**src/rtl/rv32i_mem_pkg.sv**
```systemverilog
// Shared definitions for the RV32I data-memory path: funct3 codes, LSU state
// encoding, default RAM size and the request legality check.
package rv32i_mem_pkg;

    localparam int MEM_SIZE_DFLT = 16384;

    localparam logic [2:0] F3_B  = 3'b000;
    localparam logic [2:0] F3_H  = 3'b001;
    localparam logic [2:0] F3_W  = 3'b010;
    localparam logic [2:0] F3_BU = 3'b100;
    localparam logic [2:0] F3_HU = 3'b101;

    typedef enum logic [1:0] {IDLE, RD, WR, RESP} lsu_state_e;

    // A request faults on an illegal funct3, a misaligned halfword/word,
    // or a word address beyond the last RAM word.
    function automatic logic is_fault(input logic        write,
                                      input logic [2:0]  funct3,
                                      input logic [31:0] addr,
                                      input int          mem_size);
        logic bad_f3;
        logic misaligned;
        logic out_of_range;
        bad_f3 = write ? !(funct3 inside {F3_B, F3_H, F3_W})
                       : !(funct3 inside {F3_B, F3_H, F3_W, F3_BU, F3_HU});
        misaligned = ((funct3 == F3_H || funct3 == F3_HU) && addr[0])
                  || (funct3 == F3_W && addr[1:0] != 2'b00);
        out_of_range = {addr[31:2], 2'b00} > 32'(mem_size - 4);
        return bad_f3 || misaligned || out_of_range;
    endfunction

endpackage

```
**src/rtl/lsu_rmw_if.sv**
```systemverilog
// Core-side load/store request/response channel of the LSU.
interface lsu_rmw_if;
    import rv32i_mem_pkg::*;

    logic        req_valid;
    logic        req_ready;
    logic        req_write;
    logic [2:0]  req_funct3;
    logic [31:0] req_addr;
    logic [31:0] req_wdata;
    logic        resp_valid;
    logic [31:0] resp_rdata;
    logic        resp_fault;

    modport master (
        output req_valid, req_write, req_funct3, req_addr, req_wdata,
        input  req_ready, resp_valid, resp_rdata, resp_fault
    );

    modport slave (
        input  req_valid, req_write, req_funct3, req_addr, req_wdata,
        output req_ready, resp_valid, resp_rdata, resp_fault
    );
endinterface

```
**src/rtl/lsu_align.sv**
```systemverilog
// Little-endian lane logic: sub-word load extraction/extension and
// sub-word store merge into a full RAM word.
module lsu_align
    import rv32i_mem_pkg::*;
(
    input  logic [2:0]  funct3,
    input  logic [1:0]  addr_lo,
    input  logic [31:0] word,
    input  logic [31:0] wdata,
    output logic [31:0] rdata_ext,
    output logic [31:0] merged
);

    logic [7:0]  byte_lane;
    logic [15:0] half_lane;

    // NOTE: every output gets a default before the case so no latch is inferred.
    always_comb begin
        byte_lane = word[{addr_lo, 3'b000} +: 8];
        half_lane = addr_lo[1] ? word[31:16] : word[15:0];
        rdata_ext = word;
        merged    = word;
        case (funct3)
            F3_B: begin
                rdata_ext = {{24{byte_lane[7]}}, byte_lane};
                merged[{addr_lo, 3'b000} +: 8] = wdata[7:0];
            end
            F3_H: begin
                rdata_ext = {{16{half_lane[15]}}, half_lane};
                merged[{addr_lo[1], 4'b0000} +: 16] = wdata[15:0];
            end
            F3_W:    merged    = wdata;
            F3_BU:   rdata_ext = {24'h0, byte_lane};
            F3_HU:   rdata_ext = {16'h0, half_lane};
            default: ;
        endcase
    end

endmodule

```
**src/rtl/lsu_rmw.sv**
```systemverilog
// Load/store unit: word-only RAM initiator with read-modify-write for
// byte/halfword stores and fault detection on illegal requests.
module lsu_rmw
    import rv32i_mem_pkg::*;
#(
    parameter int MEM_SIZE = MEM_SIZE_DFLT
) (
    input  logic        clk,
    input  logic        rst,
    lsu_rmw_if.slave    bus,
    output logic [31:0] mem_addr,
    output logic        mem_read,
    output logic        mem_write,
    output logic [31:0] mem_wdata,
    input  logic [31:0] mem_rdata
);

    lsu_state_e  state;
    logic        write_q;
    logic [2:0]  f3_q;
    logic [1:0]  addr_lo_q;
    logic [31:0] wdata_q;
    logic [31:0] rdata_q;
    logic        read_q;
    logic        write_en_q;
    logic        resp_valid_q;
    logic        resp_fault_q;
    logic [31:0] rdata_ext;
    logic [31:0] merged;

    lsu_align u_align (
        .funct3    (f3_q),
        .addr_lo   (addr_lo_q),
        .word      (rdata_q),
        .wdata     (wdata_q),
        .rdata_ext (rdata_ext),
        .merged    (merged)
    );

    // NOTE: sequential state uses non-blocking assignments only; reset clears
    // every register here, including the read-data and request latches.
    always_ff @(posedge clk) begin
        if (rst) begin
            state        <= IDLE;
            write_q      <= 1'b0;
            f3_q         <= 3'b000;
            addr_lo_q    <= 2'b00;
            wdata_q      <= 32'h0;
            rdata_q      <= 32'h0;
            read_q       <= 1'b0;
            write_en_q   <= 1'b0;
            resp_valid_q <= 1'b0;
            resp_fault_q <= 1'b0;
            mem_addr     <= 32'h0;
        end else begin
            case (state)
                IDLE: if (bus.req_valid) begin
                    write_q   <= bus.req_write;
                    f3_q      <= bus.req_funct3;
                    addr_lo_q <= bus.req_addr[1:0];
                    wdata_q   <= bus.req_wdata;
                    if (is_fault(bus.req_write, bus.req_funct3, bus.req_addr, MEM_SIZE)) begin
                        state        <= RESP;
                        resp_valid_q <= 1'b1;
                        resp_fault_q <= 1'b1;
                    end else if (!bus.req_write || bus.req_funct3 != F3_W) begin
                        state    <= RD;
                        read_q   <= 1'b1;
                        mem_addr <= {bus.req_addr[31:2], 2'b00};
                    end else begin
                        state      <= WR;
                        write_en_q <= 1'b1;
                        mem_addr   <= {bus.req_addr[31:2], 2'b00};
                    end
                end
                RD: begin
                    rdata_q <= mem_rdata;
                    read_q  <= 1'b0;
                    if (write_q) begin
                        state      <= WR;
                        write_en_q <= 1'b1;
                    end else begin
                        state        <= RESP;
                        resp_valid_q <= 1'b1;
                        mem_addr     <= 32'h0;
                    end
                end
                WR: begin
                    state        <= RESP;
                    write_en_q   <= 1'b0;
                    resp_valid_q <= 1'b1;
                    mem_addr     <= 32'h0;
                end
                RESP: begin
                    state        <= IDLE;
                    resp_valid_q <= 1'b0;
                    resp_fault_q <= 1'b0;
                end
                default: state <= IDLE;
            endcase
        end
    end

    // Strobes are cut by rst so an aborted WR never reaches the RAM.
    assign mem_read       = read_q && !rst;
    assign mem_write      = write_en_q && !rst;
    assign mem_wdata      = (state == WR) ? merged : 32'h0;
    assign bus.req_ready  = !rst && (state == IDLE);
    assign bus.resp_valid = resp_valid_q;
    assign bus.resp_fault = resp_fault_q;
    assign bus.resp_rdata = (state == RESP && !write_q && !resp_fault_q) ? rdata_ext : 32'h0;

endmodule

```
**src/flat_wrapper.sv**
```systemverilog
// flat-port wrapper written by rule: the top's interface ports become plain ports
module lsu_rmw_flat import rv32i_mem_pkg::*;
#(
    parameter int MEM_SIZE = MEM_SIZE_DFLT
)
  (clk, rst, mem_addr, mem_read, mem_write, mem_wdata, mem_rdata, bus_req_valid, bus_req_write, bus_req_funct3, bus_req_addr, bus_req_wdata, bus_req_ready, bus_resp_valid, bus_resp_rdata, bus_resp_fault);
  lsu_rmw_if bus_i ();
  input  logic clk;
  input  logic rst;
  output logic [31:0] mem_addr;
  output logic mem_read;
  output logic mem_write;
  output logic [31:0] mem_wdata;
  input  logic [31:0] mem_rdata;
  input wire logic [$bits(bus_i.req_valid)-1:0] bus_req_valid;
  input wire logic [$bits(bus_i.req_write)-1:0] bus_req_write;
  input wire logic [$bits(bus_i.req_funct3)-1:0] bus_req_funct3;
  input wire logic [$bits(bus_i.req_addr)-1:0] bus_req_addr;
  input wire logic [$bits(bus_i.req_wdata)-1:0] bus_req_wdata;
  output wire logic [$bits(bus_i.req_ready)-1:0] bus_req_ready;
  output wire logic [$bits(bus_i.resp_valid)-1:0] bus_resp_valid;
  output wire logic [$bits(bus_i.resp_rdata)-1:0] bus_resp_rdata;
  output wire logic [$bits(bus_i.resp_fault)-1:0] bus_resp_fault;
  assign bus_i.req_valid = bus_req_valid;
  assign bus_i.req_write = bus_req_write;
  assign bus_i.req_funct3 = bus_req_funct3;
  assign bus_i.req_addr = bus_req_addr;
  assign bus_i.req_wdata = bus_req_wdata;
  assign bus_req_ready = bus_i.req_ready;
  assign bus_resp_valid = bus_i.resp_valid;
  assign bus_resp_rdata = bus_i.resp_rdata;
  assign bus_resp_fault = bus_i.resp_fault;
  lsu_rmw #(.MEM_SIZE(MEM_SIZE)) u_core (.clk(clk), .rst(rst), .bus(bus_i), .mem_addr(mem_addr), .mem_read(mem_read), .mem_write(mem_write), .mem_wdata(mem_wdata), .mem_rdata(mem_rdata));
endmodule
```
**config.mk**
```make
export PLATFORM = sky130hd
export DESIGN_NAME = lsu_rmw_flat
export DESIGN_NICKNAME = d
export VERILOG_FILES = /design/src/rtl/rv32i_mem_pkg.sv /design/src/rtl/lsu_rmw_if.sv /design/src/rtl/lsu_align.sv /design/src/rtl/lsu_rmw.sv /design/src/flat_wrapper.sv
export SDC_FILE = /design/constraint.sdc
export NUM_CORES = 1
export LEC_CHECK = 0
export CORE_UTILIZATION = 35
export CTS_CLUSTER_SIZE = 12
export DETAILED_ROUTE_END_ITERATION = 12
export DONT_BUFFER_PORTS = 1
export PLACE_DENSITY = 0.56
export SYNTH_ARGS = -nofsm -noshare
export SYNTH_HDL_FRONTEND = slang
export SYNTH_SLANG_ARGS = --single-unit
```
**constraint.sdc**
```tcl
create_clock -name clk -period 3.1 [get_ports clk]
set_input_delay 0.62 -clock clk [delete_from_list [all_inputs] [get_ports clk]]
set_output_delay 0.62 -clock clk [all_outputs]
set_load 0.01 [all_outputs]
```
==> qor.yml, run 1 <==
run_status:
  outcome: "finished clean"
synthesis:
  synth_top_area_cell: "dfxtp_1"
  synth_common_cells: "112 x nand2_1, 106 x dfxtp_1, 86 x a21oi_1"
  avgSynthCellArea_um2: 7.98
  syn-instance-count: 729
  synth_top_family_by_area: "compound AO/OA/AOI/OAI gates"
  synthFlopType: "dfxtp_1"
  synth_seq_cells: 106
  synth_compound_area_share_pct: 26.3
  muxShareOfSynthArea_pct: 6.28
  synth-edff-count: 0
  synth-xor-area-share_pct: 0
  yosys-top-cells-area: "dfxtp_1 36%, a21oi_1 7.4%, nand2_1 7.2%"
  yosysSeqAreaShare_pct: 36.5
  synth.most_common_cell: "nand2_1"
  synth_top_cell_area_share_pct: 36.5
  synth_cell_types: 52
  synth_area_mm2: 0.00582
  yosys.area_share.simple_pct: 22.7
  yosysWarnings: 0
  synthAdderAreaFrac_pct: 2.15
  async_flop_share_pct: 0
critical_path:
  worstPathArrival_ns: 2.34
  worstPathCellList: "mux4_2 > a21oi_1 > a221oi_1 > buf_4"
  worst_path_largest_cell_delay_ns: 0.58
  path_max_fanout: 8
  critPathSlowestCell: "a21oi_1"
  worst_setup_path_end_kind: "output port"
  criticalPathCategory: "reg2out"
  critPathLaunchType: "register"
  cp.required_ns: 2.48
floorplanning:
  die_height_um: 131
  core_area_mm2: 0.0161
  design.die.area_mm2: 0.0171
  ios: 204
  die_x_um: 131
  initial_core_util_pct: 36.2
  num_rows: 46
timing:
  drv_slew: 0
  hold_slack_ns: 0.321
  slew_headroom_pct: 35.0
  rsz0062_at_grt: "no"
  tightest_slew_ns: 0.975
  finalHoldViolCount: 0
  setup_viol: 0
  fin_crit_sh_pct: 95.6
  fin_ws_ns: 0.136
  finalSetupTns_ns: 0
  period_minus_slack_ns: 2.96
  fmax_ghz: 0.337
  finClkSkew_ns: 0.00774
global_routing:
  grt_antenna_before_repair: 0
  grt_pass1_vias: 5092
  globalRouteTotalUtil_pct: 22.8
  grt_max_degree: 111
  grt_first_pass_wirelength_um: 29000
  overflow: 0
clocking:
  cts.htree.levels: 3
  cts_buffers: 9
  cts-root-buf: "clkbuf_16"
  cts_buffer_depth: 2
  cts_hold_buf: 0
  clkSinkCount: 106
  cts_tree: "yes"
  insertion_delay_ns: 0.35
  clkTransAtPathRegs_ns: 0.08
pwr:
  leakage_nw: 2.20
  power.switching_mw: 1.99
  pwr_density_cell_mw_per_mm2: 769
  swShare_pct: 41.0
  p_clk_share_pct: 23.2
  p_int_mw: 2.86
  pwr-share-comb_pct: 35.7
  p_seq_share_pct: 41.1
  peakVddDrop_mv: 0.328
detailed_routing:
  dr.first_iter.drc_count: 606
  drt.antenna.violating_nets: 0
  drt-total-wl_um: 20100
  viasPerCell: 6.11
  routedWlPerCell_um: 22.0
  dr_total_vias: 5581
  firstDrtPassIters: 8
  drc: 0
finish:
  diodes: 0
  syn_to_final_growth_pct: 8.32
  n_fill_cell: 1641
  fin_nets: 805
  drive_gt1_share_pct: 10.8
  postLayoutCoreUtil_pct: 39.2
hold_path:
  hold_class: "in2reg"
place:
  pre_cts_ws_ns: 0.327
  finalWeightedCongestion: 0.885
  place_hpwl_um: 14800
  io_buffers: 0
run:
  drv_cap: 0
-- routing by layer --
metal | vias to the layer above | wire (um) | track usage, %
li1 | 2554 | - | -
met1 | 2687 | 8500 | 28.9
met2 | 286 | 8820 | 34.2
met3 | 54 | 2050 | 8.51
met4 | 0 | 733 | 10.3
met5 | - | 0 | 0
-- registers in the layout, indices dropped and copies added (netlist names) --
signal and flops:
u_core.wdata_q 32, u_core.mem_addr 30, u_core.f3_q 3, u_core.addr_lo_q 2
u_core.read_q 1, u_core.rdata_q 32, u_core.bus.resp_valid 1, u_core.state 2
u_core.write_q 1, u_core.bus.resp_fault 1, u_core.write_en_q 1
-- power groups by stage --
stage	logic (mW)	clock network [mW]	registers [mW]
2_1_floorplan	1.39	0	1.85
3_3_place_gp	1.67	0	2.01
3_5_place_dp	1.71	0	2.01
4_1_cts	1.72	1.16	1.98
5_1_grt	1.91	1.21	2.01
6_report	1.73	1.13	1.99
-- worst max-delay path: cells and delay by family (launching register included) --
kind | cells | cell delay [ns]
muxes | 1 | 0.57
buffers and inverters | 1 | 0.21
DFF | 1 | 0.41
AOI/OAI and AO/OA | 2 | 0.81
-- cell type report --
class	count	area (um2)	area share [%]
Multi-Input combinational cell	537	3390	53.8
Sequential cell	106	2120	33.7
Tap cell	216	270	4.29
Clock buffer	10	229	3.63
Timing Repair Buffer	23	173	2.74
Clock inverter	6	61.3	0.973
Inverter	15	56.3	0.894
-- repair_timing --
action                                  CTS  global route
endpoints found under the hold margin     0             0
gates resized for setup                   2             6
setup buffers                             0             1
gates cloned                              0             0
endpoints found under the setup margin    9            35
pin swaps                                 0             1
-- kinds of logic (layout without fill, tap and decap cells) --
family | after synthesis | in the layout
flip-flops | 106 | 106
AND/OR/NAND/NOR | 263 | 263
other | 1 | 2
AO/OA/AOI/OAI | 227 | 227
buffers and inverters | 87 | 54
multiplexers | 35 | 35
adder cells (fa/ha/maj) | 10 | 10
-- per-stage QoR --
stage               cells  power [mW]  instance area, um2
global route          913        5.14                6300
finish                913        4.85                6300
detailed placement    896        3.72                5980
global placement      896        3.68                5980
floorplan             730        3.24                5820
CTS                   912        4.87                6280
-- placed cells by master (no fill, tap or decap), types with 2 or more instances in the layout --
cell and count:
a211oi_4 2, a21o_1 5, a21o_2 13, a21oi_1 86
a221oi_1 10, a222oi_1 24, a22o_1 8, a31oi_1 3
a32oi_1 7, and2_1 10, buf_4 23, clkbuf_16 9
clkinv_4 2, conb_1 2, dfxtp_1 104, dfxtp_2 2
ha_1 9, inv_1 15, mux2_2 2, mux2i_1 32
nand2_1 112, nand2b_1 5, nand3_1 3, nand4b_1 31
nor2_1 50, nor2b_1 30, nor3_1 3, nor4_1 5
o21ai_0 51, o221a_2 8, or3_1 3
-- worst paths after layout --
kind              depth (start not counted)                             start                          endpoint  slack, ns
hold reg to reg                           2   u_core.wdata_q[30]$_SDFFE_PP0P_   u_core.wdata_q[30]$_SDFFE_PP0P_       0.46
hold / removal                            1                               rst  u_core.mem_addr[18]$_SDFFE_PP0P_       0.32
setup / recovery                          4  u_core.addr_lo_q[0]$_SDFFE_PP0P_                bus_resp_rdata[14]       0.14
setup reg to reg                          8      u_core.state[0]$_SDFFE_PP0N_   u_core.mem_addr[6]$_SDFFE_PP0P_       0.68
(Power assumes the default switching activity.)
==> run 2: changes to the inputs <==
--- a/config.mk
+++ b/config.mk
@@ -6,6 +6,7 @@
 export NUM_CORES = 1
 export LEC_CHECK = 0
 export CORE_UTILIZATION = 35
+export CTS_BUF_LIST = sky130_fd_sc_hd__clkbuf_2
 export CTS_CLUSTER_SIZE = 12
 export DETAILED_ROUTE_END_ITERATION = 12
 export DONT_BUFFER_PORTS = 1
==> run 2 against run 1 <==
Clock power decreased by 43%. Setup slack got worse by 0.11 ns. Die area did not move. Core utilization up 3.2 points. Fmax is 3.5% lower. Critical path depth increased by 5. Hold slack lost 0.26 ns. Via count increased by 1.9%. Non-clock buffer count is 40 higher. First-iteration DRC count increased by 1.3%. Global-route usage is 0.59 points higher. Sequential power is essentially flat. Critical path type unchanged.
==> qor.yml, run 2 (synthesis results as in run 1) <==
floorplanning:
  core_area_mm2: 0.0161  # unchanged
  design.die.area_mm2: 0.0171  # unchanged
  die_height_um: 131  # unchanged
  die_x_um: 131  # unchanged
  ios: 204  # unchanged
  initial_core_util_pct: 36.2  # unchanged
  num_rows: 46  # unchanged
finish:
  final_cell_mix: "111 x nand2_1, 98 x dfxtp_1, 84 x a21oi_1"
  diodes: 0  # unchanged
  final_common_cell: "nand2_1"
  reg_top3: "u_core.rdata_q (32), u_core.wdata_q (32), u_core.mem_addr (30)"
  syn_to_final_growth_pct: 17.3
  fin_nets: 845  # +5.0%
  drive_gt1_share_pct: 17.6  # +6.9 points
  n_fill_cell: 1607  # -2.1%
critical_path:
  worstPathArrival_ns: 2.45  # +0.11 ns
  cp-startpoint: "u_core.addr_lo_q[1]$_SDFFE_PP0P_"
  r2r_end: "u_core.mem_addr[11]$_SDFFE_PP0P_"
  rrSetupSlack_ns: 0.62  # -0.06 ns
  criticalPathCategory: "reg2out"
  path_max_fanout: 8  # unchanged
  rr_startpoint: "u_core.state[1]$_SDFFE_PP0N_"
  critPathTopFamily: "flip-flops"
  crit_end: "mem_wdata[16]"
  cp.required_ns: 2.48  # about the same
  worst_setup_path_end_kind: "output port"
  crit_buf_inv: 3  # +2
  worstPathCellList: "clkinvlp_4 > ha_2 > nor3_2 > nand3_1 > a211oi_4 > buf_6 > a222oi_1 > nor2b_1 > buf_4"
  worst_path_largest_cell_delay_ns: 0.44  # -0.14 ns
  cp.depth: 9  # +5
  critPathLaunchType: "register"
  ff2ff_path_depth: 8  # unchanged
  critPathSlowestCell: "dfxtp_4"
pwr:
  p_int_mw: 2.55  # -11%
  power.switching_mw: 2.04  # +2.9%
  peakVddDrop_mv: 0.340  # +3.6%
  pwr_density_cell_mw_per_mm2: 673  # -13%
  swShare_pct: 44.5  # +3.5 points
  leakage_nw: 2.36  # +7.4%
  pwr-share-comb_pct: 42.2  # +6.5 points
  p_seq_share_pct: 43.6  # +2.5 points
  p_clk_share_pct: 14.1  # -9.1 points
timing:
  rsz0062_at_grt: "yes"
  drv_slew: 0  # unchanged
  tightest_slew_ns: 0.971  # -0.00374 ns
  fmax_ghz: 0.326  # -3.5%
  finClkSkew_ns: 0.0480  # +0.0403 ns
  period_minus_slack_ns: 3.07  # +0.107 ns
  hold_slack_ns: 0.0641  # -0.257 ns
  finalHoldViolCount: 0  # unchanged
  fin_crit_sh_pct: 99.1  # +3.5 points
  slew_headroom_pct: 35.3  # +0.25 points
  fin_ws_ns: 0.0291  # -0.107 ns
  setup_viol: 0  # unchanged
clocking:
  cts_buffer_depth: 2  # unchanged
  cts.htree.levels: 3  # unchanged
  clkSinkCount: 106  # unchanged
  insertion_delay_ns: 0.65  # +0.30 ns
  cts_buffers: 9  # unchanged
  cts_tree: "yes"
  clkTransAtPathRegs_ns: 0.31  # +0.23 ns
  cts-root-buf: "clkbuf_2"
detailed_routing:
  firstDrtPassIters: 10  # +2
  drc: 0  # unchanged
  dr.first_iter.drc_count: 614  # +1.3%
  drt.antenna.violating_nets: 0  # unchanged
  dr_total_vias: 5688  # +1.9%
  viasPerCell: 5.97  # -2.4%
  drt-total-wl_um: 20900  # +4.1%
  routedWlPerCell_um: 22.0  # -0.26%
run:
  drv_cap: 0  # unchanged
global_routing:
  grt_max_degree: 95  # -14%
  grt_pass1_vias: 5221  # +2.5%
  grt_first_pass_wirelength_um: 29700  # +2.3%
  grt_antenna_before_repair: 0  # unchanged
  globalRouteTotalUtil_pct: 23.3  # +0.59 points
  overflow: 0  # unchanged
place:
  io_buffers: 0  # unchanged
  pre_cts_ws_ns: 0.327  # unchanged
  place_hpwl_um: 14800  # unchanged
  finalWeightedCongestion: 0.885  # unchanged
run_status:
  outcome: "finished clean"
hold_path:
  hold_class: "in2reg"
## run 2: worst min path at each step
stage / from / to / depth (start not counted)
floorplan: u_core.wdata_q[24]$_SDFFE_PP0P_ / u_core.wdata_q[24]$_SDFFE_PP0P_ / 2
global placement: u_core.wdata_q[25]$_SDFFE_PP0P_ / u_core.wdata_q[25]$_SDFFE_PP0P_ / 2
detailed placement: u_core.wdata_q[30]$_SDFFE_PP0P_ / u_core.wdata_q[30]$_SDFFE_PP0P_ / 2
CTS: bus_req_funct3[0] / u_core.f3_q[0]$_SDFFE_PP0P_ / 2
global route: bus_req_wdata[28] / u_core.wdata_q[28]$_SDFFE_PP0P_ / 2
finish: bus_req_wdata[28] / u_core.wdata_q[28]$_SDFFE_PP0P_ / 2
## run 2: power by group through the flow
stage	clock network [mW]	logic (mW)	registers [mW]
4_1_cts	0.681	1.81	1.98
3_5_place_dp	0	1.71	2.01
5_1_grt	0.724	2.12	2.02
2_1_floorplan	0	1.39	1.85
3_3_place_gp	0	1.67	2.01
6_report	0.649	1.94	2.00
## run 2: through the flow
stage               std cells  TNS (ns)  cell area, um2  power (mW)  utilization (%)
floorplan                 730         0            5820        3.24                -
global placement          896         0            5980        3.68             37.3
detailed placement        896         0            5980        3.72             37.3
CTS                       933    -0.198            6390        4.47             39.8
global route              953     -3.64            6820        4.87             42.5
finish                    953         0            6820        4.59             42.5
## run 2: layout make-up
| type | instances | area, um2 | area share, % |
|---|---|---|---|
| Multi-Input combinational cell | 537 | 3620 | 53.1 |
| Inverter | 15 | 60.1 | 0.880 |
| Clock buffer | 10 | 50.0 | 0.734 |
| Tap cell | 216 | 270 | 3.96 |
| Sequential cell | 106 | 2140 | 31.4 |
| Timing Repair Buffer | 63 | 613 | 8.99 |
| Clock inverter | 6 | 61.3 | 0.899 |
## run 2: what timing repair did
action / 4_1_cts / 5_1_grt
buffers inserted: 7 / 7
resized for setup: 33 / 54
hold buffers: 13 / 12
pin swaps: 3 / 6
endpoints found under the hold margin: 94 / 12
endpoints found under the setup margin: 63 / 54
cloned: 1 / 1
## run 2: metal layers
metal	GRT usage [%]	up-vias	routed length, um
met3	7.90	43	1980
met1	29.8	2720	8900
li1	-	2638	-
met5	0	-	0
met2	35.6	287	9360
met4	10.3	0	692
